File: src/rtl/fifo_bypass_param.sv
// First-word-fall-through FIFO with occupancy count and almost-full flag, any DEPTH >= 1.
// Define FIFO_BYPASS_EN to let data pass combinationally from i to o when the FIFO is empty.
module fifo_bypass_param #(
  parameter int WIDTH    = 8,
  parameter int DEPTH    = 4,
  parameter int AF_LEVEL = DEPTH - 1
) (
  input  logic                       clk,
  input  logic                       reset_n,
  input  logic                       enq,
  input  logic [WIDTH-1:0]           i,
  output logic                       full_n,
  input  logic                       deq,
  output logic [WIDTH-1:0]           o,
  output logic                       empty_n,
  output logic [$clog2(DEPTH+1)-1:0] count,
  output logic                       almost_full
);

  localparam int CW = $clog2(DEPTH + 1);
  localparam int PW = (DEPTH > 1) ? $clog2(DEPTH) : 1;
  localparam logic [CW-1:0] FULL_CNT = CW'(DEPTH);
  localparam logic [CW-1:0] AF_CNT   = CW'(AF_LEVEL);
  localparam logic [CW-1:0] CNT_ONE  = CW'(1);
  localparam logic [PW-1:0] LAST_PTR = PW'(DEPTH - 1);
  localparam logic [PW-1:0] PTR_ONE  = PW'(1);

  logic [WIDTH-1:0] mem [DEPTH];
  logic [PW-1:0]    head;
  logic [PW-1:0]    tail;
  logic             cnt_zero;
  logic             enq_ok;
  logic             deq_ok;
  logic             wr;
  logic             rd;

  // Handshake: a transfer happens on a rising edge where the request (enq/deq)
  // and its permission (full_n/empty_n) are both high; otherwise nothing moves.
  assign cnt_zero = (count == '0);
  assign full_n   = reset_n & (count != FULL_CNT);
  assign enq_ok   = enq & full_n;
  assign deq_ok   = deq & empty_n;
  assign rd       = deq_ok & ~cnt_zero;

`ifdef FIFO_BYPASS_EN
  assign empty_n = reset_n & (~cnt_zero | enq);
  assign o       = cnt_zero ? i : mem[head];
  // An empty FIFO with enq and deq together hands the word straight through.
  assign wr      = enq_ok & ~(cnt_zero & deq_ok);
`else
  assign empty_n = reset_n & ~cnt_zero;
  assign o       = mem[head];
  assign wr      = enq_ok;
`endif

  assign almost_full = (count >= AF_CNT);

  function automatic logic [PW-1:0] ptr_inc(input logic [PW-1:0] p);
    return (p == LAST_PTR) ? '0 : p + PTR_ONE;
  endfunction

  always_ff @(posedge clk or negedge reset_n) begin
    if (!reset_n) begin
      count <= '0;
      head  <= '0;
      tail  <= '0;
    end else begin
      if (wr) tail <= ptr_inc(tail);
      if (rd) head <= ptr_inc(head);
      if (wr && !rd)      count <= count + CNT_ONE;
      else if (rd && !wr) count <= count - CNT_ONE;
    end
  end

  // Storage carries no reset; only the pointers and count define validity.
  always_ff @(posedge clk) begin
    if (wr) mem[tail] <= i;
  end

endmodule
File: config.mk
export PLATFORM = sky130hd
export DESIGN_NAME = fifo_bypass_param
export DESIGN_NICKNAME = d
export VERILOG_FILES = /design/src/rtl/fifo_bypass_param.sv
export SDC_FILE = /design/constraint.sdc
export NUM_CORES = 1
export LEC_CHECK = 0
export CORE_MARGIN = 4
export CORE_UTILIZATION = 46
export CTS_CLUSTER_DIAMETER = 100
export DETAILED_ROUTE_END_ITERATION = 6
export GPL_ROUTABILITY_DRIVEN = 0
export PLACE_DENSITY = 0.7
export REMOVE_ABC_BUFFERS = 1
export SYNTH_ARGS = -nofsm -noshare
export SYNTH_HDL_FRONTEND = slang
export SYNTH_SLANG_ARGS = --single-unit
File: constraint.sdc
create_clock -name clk -period 2.7 [get_ports clk]
set_input_delay 0.81 -clock clk [delete_from_list [all_inputs] [get_ports clk]]
set_output_delay 0.81 -clock clk [all_outputs]
set_load 0.05 [all_outputs]
==> results_dict.tcl, run 1 <==
set metrics [dict create \
    fmax_mhz 374 \
    crit_type "input port to output port" \
    yosysTopAreaCell "edfxtp_1" \
    cp.required_ns 1.89 \
    ys_top_cells_by_area "edfxtp_1 59%, mux4_2 11%, dfrtp_1 11%" \
    wire_per_inst_um 16.0 \
    yosysSeqAreaShare_pct 69.4 \
    grt-ovfl-total 0 \
    place_area_um2 2000 \
    slowest_stage "clkdlybuf4s50_1" \
    postSynthCellCount 81 \
    drv_slew 0 \
    tritoncts "yes" \
    synth-compound-area-share_pct 3.06 \
    synth_mux_area_share_pct 15.4 \
    synth_xor_area_share_pct 1.61 \
    regArea_um2 1140 \
    first_pass_iters 2 \
    cp_max_fo 4 \
    post_synth_fa_ha_maj_area_fraction_pct 5.81 \
    ys_ff_latch 39 \
    status "finished, final reports clean" \
    cp_slowest_stage_delay_ns 0.57 \
    viasPerCell 4.95 \
    die_h_um 67.6 \
    pin_count 26 \
    finalWirelength_mm 2.68 \
    irDropWorstVdd_mv 0.479 \
    clock_sinks 39 \
    pwr_density_cell_nw_per_um2 1130 \
    fin_cells 167 \
    portBuffers 25 \
    critPathArrivalTime_ns 1.86 \
    start_util_pct 48.3 \
    ant_nets 0 \
    grt_pass1_wl_mm 4.58 \
    ys_types 20 \
    n_fill_cell 249 \
    multi_input_area_um2 478 \
    relSlewSlack_pct 65.6 \
    wl_met2_mm 1.39 \
    postSynthAreaPerCell_um2 20.2 \
    wl_met3_um 117 \
    cap_violations 0 \
    numCtsBuffers 5 \
    antenna_cells 0 \
    rsz0062_at_grt "no" \
    fin_area_um2 2090 \
    place_inst 159 \
    core_area_um2 3390 \
    h-tree-depth 2 \
    clk_latency_ns 0.34 \
    vias 827 \
    clkTransAtPathRegs_ns 0.11 \
    netlist.area_leader.share_pct 58.7 \
    grt_pass1_vias 935 \
    hp-start "tail[1]" \
    drc 0 \
    crit_chain "clkdlybuf4s50_1, a21boi_1, buf_4, buf_12" \
    cts_buffer_depth 2 \
    fin_crit_ns 2.67 \
    startpoint "reset_n" \
    synth_top_family_by_area "multiplexers" \
    dp_hpwl_mm 1.92 \
    r2r_start "count[0]" \
    finalNetCount 139 \
    drt_iter0_markers 46 \
    met1_length_mm 1.12 \
    start_kind "input port" \
    tightest_slew_ns 0.515 \
    finClkSkew_ns 0.00853 \
    synth_area_um2 1640 \
    die_area_um2 4580 \
    leakage_nw 0.801 \
    yosys.area_share.simple_pct 3.36 \
    die_w_um 67.6 \
    critPathCaptureType "output port" \
    ys_warn_count 0 \
    rows 21 \
    grt_max_degree 14 \
    grt.total_usage_pct 14.5 \
    drive_gt1_share_pct 37.2 \
    setup_viol_count_final 0 \
    antenna_found_initial 0 \
    hold_class "flop to flop" \
    whs_ns 0.600 \
    areaGrowthSynthToFinish_pct 27.4 \
    top_layer "met4" \
    finalCritPeriodShare_pct 99.1 \
    finalHoldViolCount 0 \
    cts-root-buf "clkbuf_4" \
]
[power by group]
part	total (W)	internal [W]	switching, W	leakage (nW)
Combinational	0.00106	0.000458	0.000600	0.385
Clock	0.000385	0.000195	0.000191	0.0452
Sequential	0.000913	0.000761	0.000151	0.372
Total	0.00236	0.00141	0.000942	0.801
[worst max-delay path: cells and delay by family]
family                 cells  cell delay, ns
AOI/OAI and AO/OA          1            0.22
buffers and inverters      3            0.83
[final cells by class]
cell class                 count  share of cell area [%]
sequential                    39                    54.5
multi-input combinational     37                    22.9
timing repair buffer          34                    15.4
tap                           46                    2.76
clock inverter                 3                    2.10
clock buffer                   5                    1.80
inverter                       3                   0.540
[cells by family after synthesis]
family | count (synthesis)
xor+xnor | 3
simple gates | 10
fa+ha+maj | 7
compound gates | 4
flops | 39
buf+inv | 5
mux | 13
[cell usage in the layout, fill, tap and decap left out, types with 2 or more instances in the layout]
cell,netlist,routed
edfxtp_1,32,32
buf_4,1,17
clkdlybuf4s50_1,0,14
mux4_2,8,8
ha_1,6,6
dfrtp_1,7,6
clkbuf_4,0,5
nor2_1,4,4
and2_1,4,4
mux2_4,4,4
inv_1,3,3
xor2_1,2,2
buf_12,0,2
[flip-flops by register name (all words and copies together) (netlist names)]
signal  count
tail        2
mem        32
head        2
count       3
[timing repair]
action | 4_1_cts | 5_1_grt
hold buffers | 0 | 0
resized for setup | 2 | 1
endpoints found under the setup margin | 9 | 1
buffers inserted | 0 | 0
gates cloned | 0 | 0
[per-layer routing]
metal | track usage, % | vias up
met5 | 0 | -
met4 | 6.08 | 0
met3 | 5.66 | 5
met2 | 22.4 | 14
met1 | 18.2 | 418
li1 | - | 390
[final timing paths]
check / endpoint / slack (ns) / cells past startpoint
worst max-delay path: full_n / 0.03 / 4
worst min-delay path: tail[1] / 0.60 / 1
worst max register to register: count[2] / 0.61 / 8
worst min register to register: tail[1] / 0.60 / 1
max in group asynchronous: head[0] / 1.68 / 2
min in group asynchronous: count[0] / 0.89 / 2
[per-stage QoR]
stage / util [%] / worst slack, ns / power (W) / TNS, ns
detailed placement: 59.0 / -0.0766 / 0.00200 / -0.0868
CTS: 61.5 / 0.0281 / 0.00239 / 0
global placement: 59.0 / -0.0199 / 0.00198 / -0.0199
global route: 61.5 / 0.00560 / 0.00250 / 0
floorplan: - / -0.201 / 0.00165 / -0.201
finish: 61.5 / 0.0256 / 0.00236 / 0
[cell usage after synthesis]
master and count:
o31a_4 1, ha_1 6, buf_4 1, a21boi_0 1, nand2_4 1, mux2_2 1, clkbuf_1 1, dfrtp_1 7
mux2_4 4, xnor2_1 1, edfxtp_1 32, xor2_1 2, a21o_2 1, nand2_1 1, fa_1 1, and2_1 4
inv_1 3, nor2_1 4, a21oi_4 1, mux4_2 8
Note: power is estimated with default switching activity, not from simulation.
==> inputs of run 2 (changes only) <==
--- a/config.mk
+++ b/config.mk
@@ -7,2 +7,3 @@
 export LEC_CHECK = 0
+export CAP_MARGIN = 20
 export CORE_MARGIN = 4
--- a/constraint.sdc
+++ b/constraint.sdc
@@ -3,2 +3,2 @@
 set_output_delay 0.81 -clock clk [all_outputs]
-set_load 0.05 [all_outputs]
+set_load 0.005 [all_outputs]
==> run 2 against run 1 <==
Against the previous run: via count increased by 0.97%; cell count increased by 3.0%; flip-flop and latch count unchanged; register-to-register slack got worse by 0.04 ns; clock power increased by 19%; first-iteration DRC count decreased by 46%; critical path type is now flop to output port; largest cell class unchanged.
==> results_dict.tcl, run 2 (synthesized netlist as in run 1, its figures left out) <==
set metrics [dict create \
    critical_path_buf_inv_count 2 \
    regMostFlops "mem" \
    top_regs "mem x32, count x3" \
    viasPerCell 4.85 \
    wire_per_inst_um 14.3 \
    final_common_cell "edfxtp_1" \
    drc 0 \
    cts_buffer_depth 2 \
    pwr_density_cell_nw_per_um2 960 \
    finalWirelength_mm 2.47 \
    power.internal_w 0.00154 \
    grt_max_degree 13 \
    rows 21 \
    drt_iter0_markers 25 \
    fin_area_um2 2160 \
    largest_reg_flops 32 \
    cp_max_fo 5 \
    die_h_um 67.6 \
    areaGrowthSynthToFinish_pct 32.2 \
    finalHoldViolCount 0 \
    start_util_pct 48.3 \
    drv_slew 0 \
    status "finished, final reports clean" \
    cap_violations 0 \
    critPathCaptureType "output port" \
    start_kind "flop" \
    portBuffers 25 \
    crit_family "buffers and inverters" \
    clock_sinks 39 \
    h-tree-depth 2 \
    cp_slowest_stage_delay_ns 0.48 \
    finClkSkew_ns 0.00772 \
    hold_class "input port to asynchronous set/reset pin" \
    relSlewSlack_pct 71.0 \
    crit_type "flop to output port" \
    rsz0062_at_grt "no" \
    combPwrFrac_pct 35.7 \
    die_w_um 67.6 \
    fin_util_pct 63.8 \
    pin_count 26 \
    seqPwrFrac_pct 42.2 \
    place_area_um2 2020 \
    irDropWorstVdd_mv 0.441 \
    fmax_mhz 385 \
    drive_gt1_share_pct 30.2 \
    leakage_nw 0.876 \
    whs_ns 0.584 \
    final_cell_mix "32 x edfxtp_1, 17 x clkdlybuf4s50_1, 12 x buf_4" \
    clk_latency_ns 0.32 \
    tightest_slew_ns 0.435 \
    critPathArrivalTime_ns 1.79 \
    grt.total_usage_pct 12.7 \
    vias 835 \
    dp_hpwl_mm 1.76 \
    grt-ovfl-total 0 \
    setup_viol_count_final 0 \
    die_area_um2 4580 \
    clkTransAtPathRegs_ns 0.11 \
    grt_pass1_vias 883 \
    antenna_cells 0 \
    core_area_um2 3390 \
    antenna_found_initial 0 \
    slowest_stage "mux4_2" \
    first_pass_iters 4 \
    numCtsBuffers 5 \
    crit_chain "buf_6, mux4_2, clkdlybuf4s50_1" \
    total_power_w 0.00208 \
    netSwitchingFraction_pct 25.6 \
    fin_crit_ns 2.60 \
    tritoncts "yes" \
    finalCritPeriodShare_pct 96.3 \
    finalNetCount 144 \
    cp.required_ns 1.89 \
    p_clk_share_pct 22.1 \
    grt_pass1_wl_mm 4.05 \
    ant_nets 0 \
    netSwitchingPower_w 0.000533 \
    cts-root-buf "clkbuf_4" \
]
[run 2: cell types whose count changed in the layout (fill, tap and decap cells not counted)]
cell	change
buf_4	-5
clkdlybuf4s50_1	+3
dlymetal6s2s_1	+6
buf_6	+2
bufinv_16	+1
dfrtp_2	-1
clkinv_2	-1
dfrtp_1	+1
clkbuf_1	+1
clkinv_4	-1
buf_12	-2
dlygate4sd2_1	+1
[run 2: power groups by stage]
stage / Sequential, W / Combinational [W] / Clock [W]
3_3_place_gp: 0.000884 / 0.000733 / 0
4_1_cts: 0.000877 / 0.000748 / 0.000471
5_1_grt: 0.000895 / 0.000819 / 0.000497
2_1_floorplan: 0.000891 / 0.000366 / 0
6_report: 0.000876 / 0.000742 / 0.000459
3_5_place_dp: 0.000889 / 0.000746 / 0
[run 2: final timing paths]
path	start	to	slack (ns)	cells after the start
worst max-delay path	head[0]	o[0]	0.10	3
worst min-delay path	reset_n	count[0]	0.58	2
worst max register to register	count[0]	count[2]	0.57	9
worst min register to register	tail[1]	tail[1]	0.60	1
max in group asynchronous	reset_n	tail[1]	2.01	2
min in group clk	tail[1]	tail[1]	0.60	1
[run 2: area by class of cell]
class                      count  area (µm²)
clock buffer                   6        41.3
timing repair buffer          39         379
tap                           46        57.6
fill                         251        1230
inverter                       3        11.3
multi-input combinational     37         478
clock inverter                 2        60.1
sequential                    39        1140
[run 2: timing repair]
| item | CTS | global route |
|---|---|---|
| buffers inserted | 0 | 2 |
| resized for setup | 2 | 9 |
| hold buffers | 0 | 0 |
| endpoints found under the hold margin | 0 | 0 |
| setup endpoints to repair | 2 | 7 |
[run 2: per-layer routing]
metal	up-vias	part of all wire [%]	track usage, %
li1	398	-	-
met2	16	55	21.9
met5	-	0	0
met4	0	1.3	7.59
met1	419	39	13.5
met3	2	4.7	3.99
[run 2: worst register-to-register path: cells and delay by family, from the launching register on]
family,cells,cell delay (ns)
AOI/OAI and AO/OA,1,0.38
xor gates and xnor gates,2,0.30
adders and majority gates,2,0.52
buffers and inverters,2,0.19
DFF,1,0.48
and+or+nand+nor,2,0.18
[run 2: metrics by stage]
| stage | TNS [ns] | std cells | worst slack (ns) |
|---|---|---|---|
| 5_1_grt | 0 | 172 | 0.00899 |
| 6_report | 0 | 172 | 0.100 |
| 4_1_cts | 0 | 170 | 0.00903 |
| 3_5_place_dp | -0.461 | 162 | -0.181 |
| 3_3_place_gp | -0.425 | 162 | -0.183 |
| 2_1_floorplan | 0 | 79 | 0.562 |
==> inputs of run 3 (changes only) <==
Settings changed: CORE_UTILIZATION 46 to 45, PLACE_DENSITY 0.7 to 0.69.
==> run 3 against run 2 <==
Against the previous run: utilization fell by 1.8 points; setup slack improved by 0.0011 ns; critical path type unchanged; clock skew fell by 0.0048 ns; highest routed layer unchanged; critical path depth rose by 1; design area fell by 2.1%; global-route usage rose by 1.3 points; largest cell class unchanged.
==> results_dict.tcl, run 3 (synthesized netlist as in run 1, its figures left out) <==
set metrics [dict create \
    pwr_density_cell_nw_per_um2 908 \
    die_area_um2 4670 \
    regToRegEndpoint "count[2]" \
    drv_slew 0 \
    fin_cells 173 \
    cts_buffer_depth 2 \
    place_inst 162 \
    reg2regPathDepth 9 \
    drt_iter0_markers 16 \
    setup_viol_count_final 0 \
    dp_hpwl_mm 1.89 \
    r2r_start "count[0]" \
    finalCritPeriodShare_pct 96.3 \
    place_area_um2 2040 \
    viasPerCell 4.86 \
    grt-ovfl-total 0 \
    n_fill_cell 280 \
    drc 0 \
    start_util_pct 47.9 \
    tightest_slew_ns 0.430 \
    multi_input_area_um2 478 \
    final_cell_mix "32 x edfxtp_1, 16 x clkdlybuf4s50_1, 13 x buf_4" \
    antenna_cells 0 \
    finalWirelength_mm 2.69 \
    die_h_um 68.3 \
    pin_count 26 \
    core_area_um2 3420 \
    fin_area_um2 2120 \
    total_power_w 0.00192 \
    grt.total_usage_pct 14.0 \
    leakage_nw 0.838 \
    status "finished, final reports clean" \
    portBuffers 25 \
    fmax_mhz 385 \
    finalHoldViolCount 0 \
    final_common_cell "edfxtp_1" \
    top_regs "mem x32, count x3" \
    antenna_found_initial 0 \
    clock_sinks 39 \
    vias 840 \
    wire_per_inst_um 15.5 \
    regArea_um2 1140 \
    irDropWorstVdd_mv 0.403 \
    clk_latency_ns 0.34 \
    r2r_slack_ns 0.49 \
    clkTransAtPathRegs_ns 0.11 \
    tns_ns 0 \
    finalNetCount 145 \
    fin_crit_ns 2.60 \
    grt_pass1_wl_mm 4.34 \
    h-tree-depth 2 \
    ant_nets 0 \
    finClkSkew_ns 0.00287 \
    first_pass_iters 3 \
    critPathArrivalTime_ns 1.79 \
    fin_util_pct 62.0 \
    cts-root-buf "clkbuf_4" \
    grt_pass1_vias 868 \
    die_w_um 68.3 \
    rows 21 \
    relSlewSlack_pct 71.3 \
    start_kind "flop" \
    numCtsBuffers 5 \
    hold_class "input port to asynchronous set/reset pin" \
    drive_gt1_share_pct 29.9 \
    largest_reg_flops 32 \
    crit_type "flop to output port" \
    cp.required_ns 1.89 \
    grt_max_degree 12 \
    cap_violations 0 \
    critPathCaptureType "output port" \
    areaGrowthSynthToFinish_pct 29.4 \
    regMostFlops "mem" \
    tritoncts "yes" \
    cp_max_fo 5 \
    rsz0062_at_grt "no" \
]
==> run 3: layout make-up <==
type / instances / area share [%]
clock inverters: 1 / 0.236
repair buffers: 40 / 18.1
well taps: 46 / 2.72
multi-input cells: 37 / 22.6
clock buffers: 7 / 2.13
flip-flops and latches: 39 / 53.7
inverters: 3 / 0.532
==> run 3: critical path, cell delays in order (launching register included) <==
cell and delay (ns):
dfrtp_1 0.43, buf_12 0.14, buf_4 0.12, mux4_2 0.48
dlygate4sd2_1 0.28
==> run 3: metrics by stage <==
step                worst slack, ns  hold slack, ns
floorplan                     0.562           0.514
global placement             -0.188           0.568
detailed placement           -0.245           0.570
CTS                        -0.00323           0.548
global route                 0.0155           0.579
finish                        0.101           0.555
==> run 3: routing by layer <==
layer  vias up  wire length (µm)  GRT usage (%)
li1        401                 -              -
met1       417              1100           17.6
met2        14              1380           20.6
met3         8               122           4.11
met4         0                82           9.68
met5         -                 0              0
==> run 3: worst max path at each step <==
stage | from | to | cells past startpoint
floorplan | enq | count[2] | 8
global placement | reset_n | full_n | 3
detailed placement | reset_n | count[2] | 10
CTS | head[0] | o[6] | 3
global route | head[0] | o[0] | 4
finish | head[0] | o[0] | 4
==> run 3: where the power goes <==
group          total, W  internal, W  switching [W]
Sequential     0.000881     0.000760       0.000121
Clock          0.000279     0.000101       0.000177
Combinational  0.000762     0.000505       0.000258
Total           0.00192      0.00137       0.000556
==> run 3: repair_timing <==
action / 4_1_cts / 5_1_grt
endpoints found under the setup margin: 7 / 4
gates resized for setup: 7 / 5
hold buffers: 0 / 0
setup buffers: 0 / 3
